### config.mk
export PLATFORM = sky130hd
export DESIGN_NAME = final_norm_round_pipe
export DESIGN_NICKNAME = d
export VERILOG_FILES = /design/src/rtl/final_norm_round_pipe.sv
export SDC_FILE = /design/constraint.sdc
export NUM_CORES = 1
export LEC_CHECK = 0
export BUFFER_PORTS_ARGS = -buffer_cell sky130_fd_sc_hd__buf_4
export CAP_MARGIN = 20
export CORE_UTILIZATION = 55
export DETAILED_ROUTE_END_ITERATION = 10
export GPL_TIMING_DRIVEN = 1
export PLACE_DENSITY = 0.76
export RECOVER_POWER = 50
export SLEW_MARGIN = 5
export SYNTH_ARGS = -nofsm -noshare
export SYNTH_HDL_FRONTEND = slang
export SYNTH_SLANG_ARGS = --single-unit
### constraint.sdc
create_clock -name i_clk -period 7.75 [get_ports i_clk]
set_input_delay 2.325 -clock i_clk [delete_from_list [all_inputs] [get_ports i_clk]]
set_output_delay 2.325 -clock i_clk [all_outputs]
set_load 0.02 [all_outputs]
### src/rtl/final_norm_round_pipe.sv
// Three-stage final normalise/round for the MAC datapath: magnitude, leading-one
// normalise with guard/round/sticky, then round, exponent adjust and range check.
module final_norm_round_pipe #(
  parameter int SUM_W = 19,
  parameter int MAN_W = 11,
  parameter int POINT = 13,
  parameter int EXP_W = 5,
  parameter int SH_W  = $clog2(SUM_W) + 1
) (
  input  logic             i_clk,
  input  logic             i_rst_n,
  input  logic             i_valid,
  output logic             o_ready,
  input  logic [SUM_W-1:0] i_sum,
  input  logic [EXP_W-1:0] i_exp,
  input  logic             i_rnd_mode,
  output logic             o_valid,
  input  logic             i_ready,
  output logic             o_sign,
  output logic [MAN_W-1:0] o_man,
  output logic [EXP_W-1:0] o_exp,
  output logic [SH_W-1:0]  o_shift,
  output logic             o_zero,
  output logic             o_ovf,
  output logic             o_unf
);

  localparam int STAGES = 3;
  localparam int LW     = $clog2(SUM_W);
  localparam int EW     = EXP_W + 2;
  localparam logic [LW-1:0] TOP  = LW'(SUM_W - 1);
  localparam logic [EW-1:0] EMAX = EW'((1 << EXP_W) - 1);

  typedef struct packed {
    logic             sign;
    logic             rtz;
    logic [EXP_W-1:0] exp;
    logic [SUM_W-1:0] mag;
  } s1_t;

  typedef struct packed {
    logic             sign;
    logic             rtz;
    logic             zero;
    logic [EXP_W-1:0] exp;
    logic [SH_W-1:0]  shift;
    logic [MAN_W-1:0] man;
    logic             rbit;
    logic             sticky;
  } s2_t;

  typedef struct packed {
    logic             sign;
    logic [MAN_W-1:0] man;
    logic [EXP_W-1:0] exp;
    logic [SH_W-1:0]  shift;
    logic             zero;
    logic             ovf;
    logic             unf;
  } s3_t;

  logic [STAGES:1] vld_q, vld_d;
  logic [STAGES:0] vld_pipe;
  logic            ld1, ld2, ld3;
  s1_t             s1_q, s1_d;
  s2_t             s2_q, s2_d;
  s3_t             s3_q, s3_d;

  logic [LW-1:0]    lead;
  logic [SUM_W-1:0] norm;
  logic             inc, carry, ovf, unf;
  logic [MAN_W:0]   man_inc;
  logic [MAN_W-1:0] man_rnd;
  logic [EW-1:0]    e;

  // Ready ripples back combinationally so bubbles compress under backpressure.
  assign ld3      = !vld_q[3] || i_ready;
  assign ld2      = !vld_q[2] || ld3;
  assign ld1      = !vld_q[1] || ld2;
  assign o_ready  = ld1;
  assign vld_pipe = {vld_q, i_valid};

  always_comb begin
    vld_d = vld_q;
    if (ld1) vld_d[1] = vld_pipe[0];
    if (ld2) vld_d[2] = vld_pipe[1];
    if (ld3) vld_d[3] = vld_pipe[2];
  end

  always_comb begin
    s1_d = s1_q;
    if (ld1 && i_valid) begin
      s1_d.sign = i_sum[SUM_W-1];
      s1_d.mag  = i_sum[SUM_W-1] ? -i_sum : i_sum;
      s1_d.rtz  = i_rnd_mode;
      s1_d.exp  = i_exp;
    end
  end

  always_comb begin
    lead = '0;
    for (int i = 0; i < SUM_W; i++)
      if (s1_q.mag[i]) lead = LW'(i);
  end

  // Left-justify the leading one at the top bit; mantissa, round and sticky
  // then sit at fixed positions and anything below bit 0 is zero-filled.
  assign norm = s1_q.mag << (TOP - lead);

  always_comb begin
    s2_d = s2_q;
    if (ld2 && vld_q[1]) begin
      s2_d.sign   = s1_q.sign;
      s2_d.rtz    = s1_q.rtz;
      s2_d.exp    = s1_q.exp;
      s2_d.zero   = (s1_q.mag == '0);
      s2_d.shift  = SH_W'({1'b0, lead}) - SH_W'(POINT);
      s2_d.man    = norm[SUM_W-1 -: MAN_W];
      s2_d.rbit   = norm[SUM_W-1-MAN_W];
      s2_d.sticky = |(norm << (MAN_W + 1));
    end
  end

  always_comb begin
    inc     = !s2_q.rtz && s2_q.rbit && (s2_q.man[0] || s2_q.sticky);
    man_inc = {1'b0, s2_q.man} + {{MAN_W{1'b0}}, inc};
    carry   = man_inc[MAN_W];
    man_rnd = carry ? {1'b1, {(MAN_W-1){1'b0}}} : man_inc[MAN_W-1:0];
    e       = {2'b00, s2_q.exp} + EW'($signed(s2_q.shift)) + {{(EW-1){1'b0}}, carry};
    ovf     = !e[EW-1] && (e >= EMAX);
    unf     = e[EW-1] || (e == '0);
  end

  always_comb begin
    s3_d = s3_q;
    if (ld3 && vld_q[2]) begin
      s3_d      = '0;
      s3_d.sign = s2_q.sign;
      if (s2_q.zero) begin
        s3_d.zero = 1'b1;
      end else begin
        s3_d.shift = s2_q.shift;
        if (ovf) begin
          s3_d.ovf = 1'b1;
          s3_d.exp = '1;
        end else if (unf) begin
          s3_d.unf = 1'b1;
        end else begin
          s3_d.exp = e[EXP_W-1:0];
          s3_d.man = man_rnd;
        end
      end
    end
  end

  always_ff @(posedge i_clk or negedge i_rst_n) begin
    if (!i_rst_n) begin
      vld_q <= '0;
      s1_q  <= '0;
      s2_q  <= '0;
      s3_q  <= '0;
    end else begin
      vld_q <= vld_d;
      s1_q  <= s1_d;
      s2_q  <= s2_d;
      s3_q  <= s3_d;
    end
  end

  assign o_valid = vld_q[3];
  assign o_sign  = s3_q.sign;
  assign o_man   = s3_q.man;
  assign o_exp   = s3_q.exp;
  assign o_shift = s3_q.shift;
  assign o_zero  = s3_q.zero;
  assign o_ovf   = s3_q.ovf;
  assign o_unf   = s3_q.unf;

endmodule

* Word-level counts from Yosys, hierarchy flattened
Cells that the tools add are included.
** Operators by class
- $add $sub $neg :: 6
- Order comparisons :: 1
- Shifts and indexed selects :: 1
- Muxes and demuxes :: 29
- Reduce and logical (&&, ||, !) cells :: 19
** Operator list (number)
- 5-bit two-way mux :: 18
- 11-bit two-way mux :: 2
- 22-bit two-way mux :: 1
- 19-bit zero test :: 1
- 19-bit two-way mux :: 1
- 19-bit negator :: 1
- 19-bit by 5-bit left shift with 19-bit output :: 1
- 16-bit two-way mux :: 1
- 11-bit by 1-bit adder with 12-bit output :: 1
- 6-bit by 6-bit adder with 7-bit output :: 1
- 7-bit by 1-bit adder with 7-bit output :: 1
- 7-bit by 5-bit greater-or-equal comparator with 1-bit output, second input constant :: 1
- 7-bit zero test :: 1
- 7-bit OR reduction :: 1
- 1-bit logical AND :: 6
- 5-bit by 4-bit subtractor with 6-bit output, second input constant :: 1
- 1-bit zero test :: 5
- 1-bit logical OR :: 5
- 1-bit two-way mux :: 5
- 5-bit subtractor, first input constant :: 1
- 2-bit two-way mux :: 1
** Word-level totals
- Flip-flop bits (word level) :: 82
- Output and inout bits :: 28
- Word-level logic and storage cells :: 78

* Depth between registers and ports, before layout
- Word-level depth :: 21
- Mapped depth :: 18
- Depth with buffers taken out :: 18

* Worst setup path after synthesis
No wires, ideal clock.
- Kind :: input to output
- Start :: in i_ready
- End :: out o_ready
- Arrival :: 2.681 ns
- Data required time :: 5.425 ns
- Path slack :: 2.744 ns
- Stages :: 2
- Buffers on the path :: 0
- Cell sequence :: nor2b_1 -> nand3_1
** On the way
- Longest elaborated chain between the ends :: 3
** Ends and longest elaborated chain
- start, declared :: RTL line 18 : input logic i_ready,
- 1-bit logical OR :: RTL line 77 : assign ld3 = !vld_q[3] || i_ready;
- 1-bit logical OR :: RTL line 78 : assign ld2 = !vld_q[2] || ld3;
- 1-bit logical OR :: RTL line 79 : assign ld1 = !vld_q[1] || ld2;
- end, declared :: RTL line 13 : output logic o_ready,
No other way between the ends.

* Worst setup path after layout
Ends and elaborated chain as after synthesis.

==> impl_metrics.tcl <==
set metrics [dict create \
    outcome "finished, violations left" \
    failed_checks "DRC, capacitance limit, slew limit" \
    final_common_cell "nand2_1" \
    rr_worst_depth 17 \
    holdWs_ns 0.478 \
    drc 1 \
    grt-ovfl-total 0 \
    coreArea_mm2 0.00885 \
    drv_slew 46 \
    hold_violations 0 \
    routedWlPerCell_um 15.5 \
    grt_pass1_vias 3865 \
    p_leak_nw 2.54 \
    finalSetupViolCount 0 \
    place.port_buffers 56 \
    syn_to_final_growth_pct 12.2 \
    drt-initial-drc-count 268 \
    hold_end "s2_q[1]" \
    clock_skew_ns 0.0134 \
    drt_wl_total_um 11100 \
    fp.dieArea_mm2 0.00964 \
    synth.area.mux_share 0.0822 \
    synth_fa_ha_area_frac 0.0251 \
    end_kind "output pin" \
    hp-class "flop to flop" \
    rrSetupSlack_ns 3.23 \
    mappedNetlistArea_mm2 0.00509 \
    htreeDepth 3 \
    utilization 0.645 \
    initial_core_util 0.575 \
    io-pin-count 57 \
    most-common-layout-cells "96 x nand2_1, 82 x dfrtp_1, 55 x o21ai_0, 55 x buf_4, 37 x nor2_1" \
    numClockSinks 82 \
    power.density_mw_per_mm2 315 \
    power_w 0.00180 \
    gp_congestion 0.927 \
    seq_area_frac_synth 0.403 \
    die_width_um 98.2 \
    timing.fmax_mhz 192 \
    cap_violations 1 \
    clkLatencyLatePin_ns 0.36 \
    grt_usage 0.243 \
    syn-instance-count 567 \
    cts_tree "done" \
    root_buffer "clkbuf_8" \
    clockBufferDepth 2 \
    synth_top_family_by_area "compound AO/OA/AOI/OAI gates" \
    grt_pass1_wl_um 18800 \
    synthXorXnorAreaFrac 0.0652 \
    async_flop_share 1.00 \
    clkTransAtPathRegs_ns 0.09 \
    grt_use_met2 0.381 \
    worstPathMaxFanout 3 \
    grt.busiest_layer "met2" \
    yosys.area_share.simple 0.180 \
    grt_use_met1 0.344 \
    cts_setup_buffers 0 \
    ys_types 68 \
    drive_above_1_share 0.160 \
    cts_resized 0 \
    firstDrtPassIters 10 \
    min_period_ns 5.22 \
    die_h_um 98.2 \
    r2r_end "o_man[8]" \
    synthesis.nets 605 \
    syn_avg_cell_area_um2 8.97 \
    finalCritPeriodShare 0.673 \
    synth_edf_count 0 \
    postRouteAntennaNets 0 \
    cts_buffers 9 \
    setup.worst_path.class "input port to output pin" \
    num_antenna_cells 0 \
    cts-hold-fix-buffers 0 \
    met3_usage 0.0365 \
    crit_required_ns 5.43 \
    start_kind "input port" \
    vias_per_cell 5.96 \
    synth_compound_area_frac 0.203 \
    crit_arrival_ns 2.89 \
    yosysWarnings 0 \
    ys_ff_latch 82 \
    rsz0062_at_grt "false" \
    num_rows 34 \
    ys.flop_type "dfrtp_1" \
    hold_start "s2_q[1]" \
    tns_ns 0 \
    whs_path_depth 2 \
    r2r-start "s2_q[25]" \
    tightest_slew_ns 1.65 \
    fin_nets 639 \
    vias 4254 \
    vdd_drop_max_uv 137 \
    slew_headroom -0.0972 \
    antenna_found_initial 0 \
    grt_max_degree 83 \
    dp_hpwl_um 8140 \
]
[kinds of logic (layout without fill, tap and decap cells)]
kind of cell,Yosys count,in the layout
xor+xnor,34,34
buf+inv,53,92
mux,34,34
fa+ha+maj,9,9
simple gates,199,199
flops,82,82
compound gates,156,156
[layer usage]
layer,wire length (um),share of wire
met5,0,0
met2,5230,0.47
met3,464,0.042
met1,5130,0.46
met4,232,0.021
[registers in the layout, indices dropped and copies added, names as in the netlist]
| signal | cells |
|---|---|
| o_man | 11 |
| s1_q | 26 |
| o_zero | 1 |
| vld_q | 3 |
| o_sign | 1 |
| s2_q | 27 |
| o_ovf | 1 |
| o_shift | 6 |
| o_exp | 5 |
| o_unf | 1 |
[per-stage QoR]
stage               instances  cell area (um2)  worst slack, ns
floorplan                 567             5090             2.74
global placement          696             5510             2.57
detailed placement        696             5510             2.52
CTS                       712             5690             2.52
global route              714             5710             2.45
finish                    714             5710             2.53
[final cells by class]
| class | count | area, um2 |
|---|---|---|
| Clock buffer | 10 | 128 |
| Timing Repair Buffer | 60 | 455 |
| Inverter | 16 | 60.1 |
| Tap cell | 108 | 135 |
| Sequential cell | 82 | 2050 |
| Multi-Input combinational cell | 432 | 2830 |
| Clock inverter | 6 | 51.3 |
| Fill cell | 749 | 3140 |
[worst max-delay path by stage]
stage,cells after the start,endpoint,startpoint
6_report,4,o_ready,i_ready
5_1_grt,4,o_ready,i_ready
4_1_cts,4,o_ready,i_ready
3_5_place_dp,4,o_ready,i_ready
3_3_place_gp,4,o_ready,i_ready
2_1_floorplan,2,o_ready,i_ready
[worst max-delay path, stage by stage]
cell      delay [ns]
clkbuf_1        0.08
nor2b_1         0.14
nand3_1         0.15
buf_4           0.19
[power breakdown]
part | leakage [nW] | total, W | internal [W] | switching [W]
Sequential | 1.01 | 0.000675 | 0.000555 | 0.000120
Combinational | 1.45 | 0.000838 | 0.000363 | 0.000476
Clock | 0.0810 | 0.000287 | 0.000120 | 0.000166
[synth_stat cells (all sizes together) (4+ instances only)]
cell	number	area, um2
xor2	16	159
o22ai	4	25.0
o211ai	6	50.1
nand3	8	40.0
ha	7	87.6
a21oi	20	100
a211oi	12	90.1
nor4	5	31.3
o21ai	59	310
xnor2	18	173
buf	7	36.3
mux4	5	113
nor2b	6	37.5
mux2i	17	170
nor2	37	139
dfrtp	82	2050
inv	16	60.1
a21o	11	82.6
nand2	97	367
o31ai	8	60.1
clkbuf	30	113
nand2b	14	87.6
or4	4	30.0
mux2	12	135
nor3	6	30.0
(Power assumes the default switching activity.)
